### src/rtl/rhs_spi_command_tx.sv
// rhs_spi_command_tx
//   SPI command transmitter for one RHS2000 headstage port. Each accepted
//   CMD_WIDTH-bit command is sent MSB first with four dataclk cycles per SPI
//   bit, followed by CS_GAP cycles with CS_b high. It also produces the
//   capture-enable window for the MISO 4x oversampling register, which runs
//   MISO_TAIL cycles past the end of the frame to absorb cable delay, and a
//   one-cycle strobe once that window has closed.
//
// Ports
//   dataclk          system data clock, rising edge
//   reset            asynchronous, active-high reset
//   cmd_word         command to transmit, sampled on accept only
//   cmd_valid        command available
//   cmd_ready        block idle; accept = cmd_valid && cmd_ready
//   CS_b             SPI chip select, active low
//   SCLK             SPI clock (low for phases 0-1, high for phases 2-3)
//   MOSI             SPI data out, changes only at phase 0
//   miso_capture_en  shift-enable for the MISO 4x sample register
//   frame_done       one-cycle pulse after the last capture-enable cycle
//   busy             high whenever the state is not IDLE
//
// Every output is a flop; the next-state logic computes the value each
// output must hold in the following cycle.
module rhs_spi_command_tx #(
  parameter int CMD_WIDTH = 32,
  parameter int CS_GAP    = 8,
  parameter int MISO_TAIL = 6
) (
  input  logic                 dataclk,
  input  logic                 reset,
  input  logic [CMD_WIDTH-1:0] cmd_word,
  input  logic                 cmd_valid,
  output logic                 cmd_ready,
  output logic                 CS_b,
  output logic                 SCLK,
  output logic                 MOSI,
  output logic                 miso_capture_en,
  output logic                 frame_done,
  output logic                 busy
);

  localparam int CNT_W = $clog2(4 * CMD_WIDTH + CS_GAP + 1);

  localparam logic [CNT_W-1:0] SHIFT_LAST = CNT_W'(4 * CMD_WIDTH - 1);
  localparam logic [CNT_W-1:0] GAP_LAST   = CNT_W'(CS_GAP - 1);
  localparam logic [CNT_W-1:0] TAIL       = CNT_W'(MISO_TAIL);

  typedef enum logic [1:0] {
    IDLE  = 2'd0,
    SHIFT = 2'd1,
    GAP   = 2'd2
  } state_t;

  state_t               state, state_d;
  logic [CNT_W-1:0]     cnt, cnt_d, cnt_inc;
  logic [CMD_WIDTH-1:0] sreg, sreg_d;
  logic                 cs_d, sclk_d, mosi_d, cap_d, fd_d;
  logic                 accept;

  assign accept  = cmd_valid && cmd_ready;
  assign cnt_inc = cnt + CNT_W'(1);

  always_comb begin
    state_d = state;
    cnt_d   = cnt;
    sreg_d  = sreg;
    cs_d    = 1'b1;
    sclk_d  = 1'b0;
    mosi_d  = 1'b0;
    cap_d   = 1'b0;
    fd_d    = 1'b0;

    case (state)
      IDLE: begin
        if (accept) begin
          state_d = SHIFT;
          cnt_d   = '0;
          sreg_d  = cmd_word;
          cs_d    = 1'b0;
          mosi_d  = cmd_word[CMD_WIDTH-1];
          cap_d   = 1'b1;
        end
      end

      SHIFT: begin
        if (cnt == SHIFT_LAST) begin
          state_d = GAP;
          cnt_d   = '0;
          cap_d   = (TAIL != '0);
        end else begin
          cnt_d  = cnt_inc;
          cs_d   = 1'b0;
          cap_d  = 1'b1;
          // Phase is the low two counter bits: SCLK high for phases 2 and 3.
          sclk_d = cnt_inc[1];
          // Advance to the next bit only at phase 0, keeping MOSI stable
          // across the SCLK rising edge.
          if (cnt_inc[1:0] == 2'b00) begin
            sreg_d = sreg << 1;
          end
          mosi_d = sreg_d[CMD_WIDTH-1];
        end
      end

      GAP: begin
        if (cnt == GAP_LAST) begin
          state_d = IDLE;
          cnt_d   = '0;
        end else begin
          cnt_d = cnt_inc;
          cap_d = (cnt_inc < TAIL);
        end
      end

      default: begin
        state_d = IDLE;
        cnt_d   = '0;
      end
    endcase

    // Strobe the cycle after the capture window closes, including the case
    // where it closes exactly on the return to IDLE.
    fd_d = miso_capture_en && !cap_d;
  end

  always_ff @(posedge dataclk or posedge reset) begin
    if (reset) begin
      state           <= IDLE;
      cnt             <= '0;
      CS_b            <= 1'b1;
      SCLK            <= 1'b0;
      MOSI            <= 1'b0;
      miso_capture_en <= 1'b0;
      frame_done      <= 1'b0;
      busy            <= 1'b0;
      cmd_ready       <= 1'b1;
    end else begin
      state           <= state_d;
      cnt             <= cnt_d;
      CS_b            <= cs_d;
      SCLK            <= sclk_d;
      MOSI            <= mosi_d;
      miso_capture_en <= cap_d;
      frame_done      <= fd_d;
      busy            <= (state_d != IDLE);
      cmd_ready       <= (state_d == IDLE);
    end
  end

  // Command shift register carries data only; its contents are irrelevant
  // until the next accept reloads it.
  always_ff @(posedge dataclk) begin
    sreg <= sreg_d;
  end

endmodule

### config.mk
export PLATFORM = sky130hd
export DESIGN_NAME = rhs_spi_command_tx
export DESIGN_NICKNAME = d
export VERILOG_FILES = /design/src/rtl/rhs_spi_command_tx.sv
export SDC_FILE = /design/constraint.sdc
export NUM_CORES = 1
export LEC_CHECK = 0
export CAP_MARGIN = 20
export CORE_UTILIZATION = 56
export DETAILED_ROUTE_END_ITERATION = 8
export PLACE_DENSITY_LB_ADDON = 0.05
export RECOVER_POWER = 100
export SYNTH_ARGS = -nofsm -noshare
export SYNTH_HDL_FRONTEND = slang
export SYNTH_SLANG_ARGS = --single-unit
### constraint.sdc
create_clock -name dataclk -period 6.05 [get_ports dataclk]
set_input_delay 1.21 -clock dataclk [delete_from_list [all_inputs] [get_ports dataclk]]
set_output_delay 1.21 -clock dataclk [all_outputs]
set_load 0.005 [all_outputs]
# After elaboration in Yosys (flattened, before gate mapping)
# Index checks and enable logic that the tools add are counted.
# word_totals
inputBits	35
ff_bits	49
# op_classes
magnitude_cmp	1
eq_ne	7
n_reduce_logical	10
n_mux	23
addsub	1
# op_table
operator	n
$mux W32	3
$pmux W32 S2	1
$mux W8	3
$pmux W8 S3	1
$add A8 B1 Y8 const B	1
$eq A8 B3 Y1 const B	1
$eq A8 B7 Y1 const B	1
$lt A8 B3 Y1 const B	1
$mux W1	8
$logic_not A2 Y1	3
$mux W2	3
$ne A2 B2 Y1 const B	3
$pmux W2 S3	1
$pmux W1 S2	2
$reduce_and A4 Y1	1
$reduce_bool A2 Y1	2
$pmux W1 S3	1
$reduce_and A3 Y1	1
$eq A2 B1 Y1 const B	1
$eq A2 B2 Y1 const B	1
$logic_and A1 B1 Y1	2
$logic_not A1 Y1	1

# Depth between registers and ports, before layout
# logic_depth
word_depth	6
mapped_depth	7

# Worst setup path after synthesis
# No wires, ideal clock.
# synth_timing
path_type	input to register
from	input cmd_valid
to	register sreg[0] (enable)
setup_slack_ps	2559
cell_stages	3
t_required_ps	5620
t_arrival_ps	3062
setup_time_ps	430
cell_sequence	a21boi_0 > buf_2 > a21oi_1
# synth_via
elab_chain_len	3
# synth_lines
element	line	rtl
from (decl)	32	input logic cmd_valid,
$logic_and A1 B1 Y1	60	assign accept = cmd_valid && cmd_ready;
$ne A2 B2 Y1 (no line)	-	
$reduce_and A4 Y1 (no line)	-	
to (signal assigned)	153	sreg <= sreg_d;
to (decl)	56	logic [CMD_WIDTH-1:0] sreg, sreg_d;
# Every way passes these cells.
# A chain may end at the register's enable or synchronous reset.

# Worst setup path in the final report
# layout_timing
from	input cmd_valid
to	register sreg[22] (enable)
# The elaborated chain is that of the path after synthesis.

==> summary.txt <==
Synth
  – Mapped Cells: 188
  – Synth Register Bits: 49
  – Sequential share of the synthesized area: 58.85%
  – Number of flops mapped to enable cells by yosys: 32
  – Syn Area/Cell: 12.55 sq um
  – Synthesized Nets: 228
  – Mapped Area: 0.002360 sq mm
  – Warnings from Yosys: 0
  – Ys async rst share: 34.69%
  – Ys flop type: edfxtp_1
  – Post-synth cell types: 48

Placed design
  – HPWL after DPL: 3246 um
  – I/O Buffers: 41
  – Routability congestion estimate: 0.8749
  – Placed cells: about 270

Final layout
  – Finished Core Util: between 70 and 80%
  – Fin nets: 266
  – Fill cell count: 283
  – # diodes: 0
  – Share of layout cells above drive strength 1: 7.489%
  – Commonest non-fill, non-tap cell in the layout: edfxtp_1
  – Area Overhead vs Synth: 21.74%
  – Most frequent cells in the layout: edfxtp_1 (32), clkdlybuf4s50_1 (31), a22o_1 (30)
  – Layout Cells excl Fill: 277

Clock network
  – CTS tree: built
  – Total CTS buffers: 5
  – CTS sink count: approximately 50
  – Post-CTS sizing: 0
  – Cts hold-fix bufs: 0
  – H-tree depth: 2
  – Clock Pin Slew Worst Setup and Hold Paths: 0.09 ns
  – Skew-Pair Late Insertion Delay: 0.30 ns
  – Max clock buf depth: 2
  – Clock root buffer: clkbuf_8
  – Post-CTS setup-driven buffer insertion count: 0

Pwr
  – Max IR drop VDD: 0.2892 mV
  – Pwr dens: 390.6 mW/mm^2
  – Leakage power: 1.070 nW

STA
  – Fin crit share: 60.08%
  – Slew margin rel.: -6.114%
  – Setup TNS: 0 ns
  – Fin. max-slew vios: 32
  – Crit path time final: between 3 and 4 ns
  – Slew @ Worst Pin: 1.592 ns
  – Final setup viols: 0
  – Final hold vios: 0
  – Skew final: 0.006859 ns
  – Fmax: 0.2751 GHz
  – RSZ-0062 raised after global routing: false
  – WHS: 0.5473 ns

GRT
  – Vias in the first global route: 1582
  – Initial antenna violation count: 0
  – Largest net degree at the start of global routing: 35
  – Total grt overflow: 0
  – Total GRT Usage: 23.40%
  – First-pass GRT wire length: 7659 um

Setup path
  – Critical path class: primary input to register
  – Arrival time worst endpoint: 3.54 ns
  – R2R depth: 6
  – Buf/Inv on CP: 3
  – RR Startpoint: cnt[0]
  – RR Endpoint: sreg[22]
  – Crit-path max cell delay: 1.17 ns
  – CP Max Fanout: 31
  – Reg2reg setup slack: 2.65 ns
  – Crit path cell chain: dlygate4sd3_1 > a21boi_0 > clkbuf_1 > a21oi_2 > clkbuf_1
  – Crit path top cell by count: clkbuf_1
  – Critical-path top delay cell: clkbuf_1
  – CP startpoint kind: primary input
  – CP delay by family, top: buffers and inverters
  – Crit path required time: 5.95 ns
  – Crit end category: register

Worst hold path
  – Hold WC Path Type: register to register
  – Hold EP: sreg[7]
  – Min-Delay Startpoint: sreg[6]
  – Worst Hold Path Cells: 1

Detailed routing
  – Vias: approximately 1700
  – Vias per std cell: ~6.0
  – Drt wl/cell: 17.27 um
  – TritonRoute pass-1 iters: 4
  – Total Wirelength: 4783 um
  – Routed Antenna Nets: 0
  – Initial DRC Count: 88
  – DRC: 0

Die
  – Row count: 23
  – Initial Utilization: 58.57%
  – Die ar.: 0.004478 sq mm
  – IO Pins: 42
  – Die H: 66.92 um
  – Die X: about 67 um
  – Core box area: 0.004029 sq mm

Job
  – Max-cap violation count: 1

Outcome
  – Violated checks: max-capacitance violations, max-slew violations
  – Status: complete, but fails checks
==> sequential cells by signal, summed over array words and instances, names as in the netlist <==
signal / cells
CS_b: 1
cnt: 8
MOSI: 1
SCLK: 1
sreg: 32
miso_capture_en: 1
state: 2
busy: 1
cmd_ready: 1
frame_done: 1
==> metal layers <==
layer | share of wire (%) | routed length (um) | GRT usage [%]
met1 | 48 | 2272 | 33.33
met2 | 47 | 2236 | 36.36
met5 | 0 | 0 | 0
met3 | 4.9 | 234 | 4.281
met4 | 0.84 | 40 | 6.915
==> how the worst max path moves through the flow <==
stage,startpoint,depth (start not counted),slack [ns],endpoint
6_report,cmd_valid,5,2.42,sreg[22]
4_1_cts,state[1],6,3.43,busy
3_3_place_gp,cmd_valid,5,3.27,sreg[25]
2_1_floorplan,cmd_valid,3,2.56,sreg[0]
5_1_grt,cmd_valid,5,2.17,sreg[4]
3_5_place_dp,cmd_valid,5,3.22,sreg[1]
==> cells in the mapped netlist, drive strengths merged, types with 2 or more instances <==
master | number | area (sq um)
nor2b | 2 | 12.51
or2 | 3 | 18.77
o211ai | 5 | 37.54
a21oi | 7 | 35.03
buf | 4 | 35.03
and2 | 3 | 18.77
dfrtp | 15 | 375.4
inv | 10 | 37.54
o31ai | 2 | 28.78
nand2b | 2 | 12.51
a22o | 30 | 262.8
nor2 | 2 | 7.510
nand2 | 16 | 62.56
o21ai | 6 | 33.78
o221ai | 2 | 17.52
o2111ai | 3 | 26.28
nand3 | 5 | 35.03
dfstp | 2 | 52.55
ha | 5 | 62.56
clkbuf | 9 | 36.29
nor4 | 2 | 12.51
nor3 | 5 | 30.03
edfxtp | 32 | 960.9
==> power by group <==
| part | switching, mW | leakage (nW) | total, mW | internal (mW) |
|---|---|---|---|---|
| clock | 0.105 | 0.0552 | 0.227 | 0.123 |
| combinational | 0.203 | 0.489 | 0.343 | 0.141 |
| sequential | 0.0358 | 0.526 | 0.552 | 0.516 |
==> metrics by stage <==
| stage | total power, mW | area, sq um | setup WS (ns) |
|---|---|---|---|
| 3_5_place_dp | 0.9246 | 2780 | 3.223 |
| 4_1_cts | 1.153 | 2888 | 3.434 |
| 3_3_place_gp | 0.9061 | 2780 | 3.273 |
| 5_1_grt | 1.186 | 2873 | 2.170 |
| 2_1_floorplan | 0.7910 | 2360 | 2.559 |
| 6_report | 1.122 | 2873 | 2.415 |
==> final cells by class <==
type	instances	area, sq um	area share (%)
Tap cell	50	62.56	2.178
Timing Repair Buffer	44	432.9	15.07
Clock inverter	2	35.03	1.220
Clock buffer	6	72.57	2.526
Inverter	11	41.29	1.437
Multi-Input combinational cell	115	839.6	29.22
Sequential cell	49	1389	48.34
==> logic make-up after synthesis <==
kind of cell    count (synthesis)  share of synthesized area (%)
fa+ha+maj                       5                          2.651
flops                          49                          58.85
mux                             1                         0.4242
simple gates                   42                          9.438
xor+xnor                        1                         0.3712
compound gates                 66                          23.49
buf+inv                        24                          4.772
Note: power is estimated with default switching activity, not from simulation.
